[config.mk]
export PLATFORM = sky130hd
export DESIGN_NAME = gfx_cmd_queue
export DESIGN_NICKNAME = d
export VERILOG_FILES = /design/src/rtl/gfx_pkg.sv /design/src/rtl/gfx_cmd_fifo.sv /design/src/rtl/gfx_cmd_queue.sv
export SDC_FILE = /design/constraint.sdc
export NUM_CORES = 1
export LEC_CHECK = 0
export BUFFER_PORTS_ARGS = -buffer_cell sky130_fd_sc_hd__buf_2
export CORE_UTILIZATION = 40
export CTS_BUF_LIST = sky130_fd_sc_hd__clkbuf_16
export CTS_CLUSTER_DIAMETER = 50
export DETAILED_ROUTE_END_ITERATION = 12
export PLACE_DENSITY = 0.56
export SLEW_MARGIN = 40
export SYNTH_ARGS = -nofsm -noshare
export SYNTH_HDL_FRONTEND = slang
export SYNTH_SLANG_ARGS = --single-unit
[constraint.sdc]
create_clock -name clk -period 12.23 [get_ports clk]
set_clock_uncertainty 0.2 [all_clocks]
set_input_delay 0.6115 -clock clk [delete_from_list [all_inputs] [get_ports clk]]
set_output_delay 0.6115 -clock clk [all_outputs]
set_load 0.03 [all_outputs]
[src/rtl/gfx_pkg.sv]
// Shared widths, state encoding and bus-word packing for the graphics command queue.
package gfx_pkg;
  localparam int CMD_W  = 8;
  localparam int DATA_W = 16;
  localparam int BUS_W  = 32;
  localparam int ENT_W  = CMD_W + DATA_W;

  localparam logic [CMD_W-1:0] WAIT_CMD_DEF = 8'hFF;

  typedef enum logic [1:0] {
    S_IDLE,
    S_ISSUE,
    S_GAP,
    S_WAIT_VB
  } state_t;

  function automatic logic [BUS_W-1:0] mk_word(input logic [1:0] dev, input logic [ENT_W-1:0] ent);
    return {dev, 6'b0, ent};
  endfunction
endpackage

[src/rtl/gfx_cmd_fifo.sv]
// Synchronous command FIFO: push/pop take effect on the edge, head is a combinational read of the
// oldest entry; a push while full is dropped (no pop-makes-room bypass), flush clears everything.
module gfx_cmd_fifo
  import gfx_pkg::*;
#(
  parameter int DEPTH = 16
) (
  input  logic                       clk,
  input  logic                       rst,
  input  logic                       push,
  input  logic [ENT_W-1:0]           push_dat,
  input  logic                       pop,
  input  logic                       flush,
  output logic [ENT_W-1:0]           head_dat,
  output logic                       full,
  output logic                       empty,
  output logic [$clog2(DEPTH):0]     count
);
  localparam int AW = $clog2(DEPTH);
  localparam int CW = AW + 1;

  logic [ENT_W-1:0] mem_q [DEPTH];
  logic [AW-1:0]    wr_q, rd_q;
  logic [CW-1:0]    cnt_q;
  logic             push_ok, pop_ok;

  assign full     = (cnt_q == CW'(DEPTH));
  assign empty    = (cnt_q == '0);
  assign count    = cnt_q;
  assign head_dat = mem_q[rd_q];
  assign push_ok  = push && !full && !flush;
  assign pop_ok   = pop && !empty && !flush;

  always_ff @(posedge clk) begin
    if (push_ok) mem_q[wr_q] <= push_dat;
  end

  always_ff @(posedge clk or negedge rst) begin
    if (!rst) begin
      wr_q  <= '0;
      rd_q  <= '0;
      cnt_q <= '0;
    end else if (flush) begin
      wr_q  <= '0;
      rd_q  <= '0;
      cnt_q <= '0;
    end else begin
      if (push_ok) wr_q <= wr_q + AW'(1);
      if (pop_ok)  rd_q <= rd_q + AW'(1);
      cnt_q <= cnt_q + CW'(push_ok) - CW'(pop_ok);
    end
  end
endmodule

[src/rtl/gfx_cmd_queue.sv]
// Drains queued graphics commands onto the device bus: push-to-bus latency 2 cycles, one word per GAP+1 cycles.
// No upstream backpressure (full drops + sticky ovf); hold blocks new pops, barrier command waits for vblank.
module gfx_cmd_queue
  import gfx_pkg::*;
#(
  parameter int               DEPTH    = 16,
  parameter logic [1:0]       DEVADDR  = 2'd2,
  parameter int               GAP      = 1,
  parameter logic [CMD_W-1:0] WAIT_CMD = WAIT_CMD_DEF
) (
  input  logic                   clk,
  input  logic                   rst,
  input  logic                   wr_en,
  input  logic [CMD_W-1:0]       wr_cmd,
  input  logic [DATA_W-1:0]      wr_data,
  input  logic                   flush,
  input  logic                   hold,
  input  logic                   vblank,
  output logic [BUS_W-1:0]       out,
  output logic                   full,
  output logic                   empty,
  output logic [$clog2(DEPTH):0] level,
  output logic                   busy,
  output logic                   ovf
);
  localparam logic [3:0] GAP_L = 4'(GAP);

  state_t           state_q;
  logic [BUS_W-1:0] out_q;
  logic [ENT_W-1:0] stage_q;
  logic [3:0]       gap_q;
  logic             ovf_q;

  logic [ENT_W-1:0] head;
  logic             fifo_full, fifo_empty;
  logic             pop_slot, pop;

  gfx_cmd_fifo #(.DEPTH(DEPTH)) u_fifo (
    .clk      (clk),
    .rst      (rst),
    .push     (wr_en),
    .push_dat ({wr_cmd, wr_data}),
    .pop      (pop),
    .flush    (flush),
    .head_dat (head),
    .full     (fifo_full),
    .empty    (fifo_empty),
    .count    (level)
  );

  // The last gap cycle doubles as the pop slot so the next word lands right after the gap.
  always_comb begin
    pop_slot = (state_q == S_IDLE)
            || (state_q == S_GAP && gap_q == 4'd1)
            || (state_q == S_ISSUE && GAP == 0);
    pop      = pop_slot && !fifo_empty && !hold && !flush;
  end

  always_ff @(posedge clk or negedge rst) begin
    if (!rst) begin
      state_q <= S_IDLE;
      out_q   <= '0;
      stage_q <= '0;
      gap_q   <= '0;
      ovf_q   <= 1'b0;
    end else if (flush) begin
      state_q <= S_IDLE;
      out_q   <= '0;
      stage_q <= '0;
      gap_q   <= '0;
      ovf_q   <= 1'b0;
    end else begin
      if (wr_en && fifo_full) ovf_q <= 1'b1;
      case (state_q)
        S_IDLE: out_q <= '0;
        S_ISSUE: begin
          out_q   <= mk_word(DEVADDR, stage_q);
          gap_q   <= GAP_L;
          state_q <= (GAP == 0) ? S_IDLE : S_GAP;
        end
        S_GAP: begin
          out_q <= '0;
          if (gap_q == 4'd1) state_q <= S_IDLE;
          else               gap_q   <= gap_q - 4'd1;
        end
        S_WAIT_VB: begin
          out_q <= '0;
          if (vblank) state_q <= S_IDLE;
        end
        default: state_q <= S_IDLE;
      endcase
      if (pop) begin
        stage_q <= head;
        state_q <= (head[ENT_W-1:DATA_W] == WAIT_CMD) ? S_WAIT_VB : S_ISSUE;
      end
    end
  end

  assign out   = out_q;
  assign full  = fifo_full;
  assign empty = fifo_empty;
  assign busy  = !fifo_empty || (state_q != S_IDLE);
  assign ovf   = ovf_q;
endmodule
==> flow_summary.toml <==
[sta]
hold_ws_ns = 0.101
final.min_clock_period_ns = 3.78
rsz0062_at_grt = "false"
worst_pin_slew_ns = 0.828
hold_viol_final = 0
fmax_mhz = 265
drv_slew = 0
period_share_pct = 30.9
tns_ns = 0
setup_viol = 0
relSlewSlack_pct = 44.7

[routing]
dr_total_vias = 8488
drt_drc_violations_left = 0
ant_nets = 0
drtIter0Drc = 701
viasPerCell = 5.27
wl_per_cell_um = 24.2
drt-total-wl_um = 39000
drt_pre_antenna_iters = 4

[layout]
area_growth_pct = 14.7
instances_no_fill = 1612
antenna_cells = 0
multi_input_area_um2 = 4210
fillers = 3655
layout-drive-gt1-share_pct = 26.7
fin_nets = 1037
area.sequential_um2 = 13300

[clock_network]
cts-root-buf = "clkbuf_16"
cts_resized = 0
cts_tree = "done"
clock_latency_ns = 0.57
clkSinkCount = 453
htreeDepth = 2
cts_buffers = 49
cts_buffer_depth = 3
clk_pin_slew_ns = 0.05

[min_path]
worstHoldPathType = "in2reg"

[global_route]
antenna_found_initial = 2
grt_max_degree = 56
grtUsageTotal_pct = 17.9
grt_pass1_wl_um = 57800
grt_pass1_vias = 8611
grt_overflow = 0

[synthesis]
yosys_register_bits = 453
yosysTopAreaCellShare_pct = 65.1
yosysMostFrequentCell = "edfxtp_1"
synth.distinct_cells = 44
netlist_instances = 895
synth_area_leaders = "edfxtp_1, mux4_2, dfrtp_1"
synth_async_sr_flop_share_pct = 15.2
synth_edf_count = 384
synth_commonest_cells = "edfxtp_1, mux4_2, dfrtp_1"
avgSynthCellArea_um2 = 19.8
yosys_warnings = 0
syn_area_um2 = 17700
yosysSeqAreaShare_pct = 74.8
synthFlopType = "edfxtp_1"
synth_top_cell_by_area = "edfxtp_1"

[placed_design]
io_buffers = 63
gp_congestion = 0.740
placedCellCount = 1522
hpwl_um = 21800

[die]
start_util_pct = 40.9
rows = 76
core_area_um2 = 43400
die-area_um2 = 45100
ioPinCount = 71
die_h_um = 212
die_w_um = 212

[worst_setup_path]
cp_max_fo = 29
worstSetupPathType = "reg2reg"
worst-endpoint-required_ns = 12.51
end_kind = "flop"
arrival_ns = 4.06
crit_path_start_kind = "flop"

[flow_run]
drv_cap = 0

[power]
ir_drop_v = 0.000110
p_leak_nw = 6.90
cellPowerDensity_nw_per_um2 = 192

[run_status]
status = "finished, final reports clean"
-- cells in the final DEF (no fill, tap or decap), types with 3 or more instances in the layout --
cell,count
edfxtp_1,384
mux4_2,90
nand2_1,68
dfrtp_1,67
buf_2,62
clkbuf_16,51
a21oi_1,35
inv_1,30
and2_1,25
buf_4,24
nor2_1,19
mux4_1,18
ha_1,17
a22oi_1,14
nor2_4,12
nor2b_1,11
clkinv_1,9
clkinv_2,8
conb_1,7
xnor2_1,5
nand2b_1,5
xor2_1,4
o21ai_0,4
mux2_2,4
nor3_4,3
or3_1,3
o31ai_1,3
nand4_1,3
clkinvlp_4,3
clkinv_4,3
-- critical path, cell delays in order (launching register included) --
cell	delay [ns]
dfrtp_1	0.39
inv_1	0.09
ha_1	0.15
or4b_2	0.62
o211ai_1	0.13
buf_4	0.44
nor2_1	0.13
ha_1	0.31
inv_1	0.04
ha_1	0.18
inv_1	0.08
fa_1	0.21
inv_1	0.05
a21oi_1	0.13
nor2_1	0.06
or3_1	0.33
a21oi_1	0.14
-- timing repair --
action	CTS	global route
hold endpoints to repair	18	0
hold buffers	1	0
setup buffers	0	0
-- power breakdown --
| group | switching, mW | internal (mW) |
|---|---|---|
| logic | 0.390 | 0.352 |
| clock network | 0.582 | 0.751 |
| registers | 0.0790 | 1.75 |
| total | 1.05 | 2.85 |
-- metal layers --
metal | vias up | GRT usage, % | wire length (um) | share of wire, %
li1 | 3727 | - | - | -
met3 | 58 | 3.88 | 2480 | 6.3
met5 | - | 0 | 19 | 0.049
met2 | 253 | 27.9 | 18500 | 48
met4 | 4 | 5.01 | 800 | 2.1
met1 | 4446 | 25.4 | 17200 | 44
-- cells by family after synthesis --
kind of cell / synth area share, %
flops: 74.8
simple gates: 4.32
mux: 14.4
buf+inv: 2.27
compound gates: 2.44
fa+ha+maj: 1.31
xor+xnor: 0.445
other cells: 0.0212
-- final timing paths --
kind	start	end	depth (start not counted)	slack (ns)
max in group asynchronous	rst	u_fifo.rd_q[1]	3	10.46
min reg2reg	stage_q[13]	out[13]	1	0.28
min	wr_en	ovf	3	0.10
max reg2reg	u_fifo.count[2]	u_fifo.count[4]	16	8.45
min in group asynchronous	rst	stage_q[12]	2	0.33
max	u_fifo.count[2]	u_fifo.count[4]	16	8.45
-- sequential cells by signal, summed over array words and instances (netlist names) --
signal and flops:
u_fifo.mem_q 384, out 25, stage_q 24, u_fifo.count 5
gap_q 4, u_fifo.rd_q 4, u_fifo.wr_q 4, state_q 2
ovf 1
-- cell type report --
| type | instances | area share [%] |
|---|---|---|
| clock buffer | 51 | 6.28 |
| inverter | 17 | 0.314 |
| tap | 585 | 3.60 |
| sequential | 453 | 65.3 |
| clock inverter | 38 | 0.905 |
| timing repair buffer | 92 | 2.94 |
| multi-input combinational | 376 | 20.7 |
-- per-stage QoR --
stage / area, um2 / total power [mW] / utilization, % / worst slack, ns
final: 20300 / 3.90 / 46.9 / 8.45
after global routing: 20300 / 4.07 / 46.9 / 8.19
after CTS: 20300 / 3.94 / 46.9 / 8.41
after detailed placement: 18900 / 2.61 / 43.5 / 8.43
after global placement: 18700 / 2.61 / 43.2 / 8.32
after floorplan: 17700 / 2.43 / - / 8.04
No activity file was read; power rests on OpenSTA's default activity.
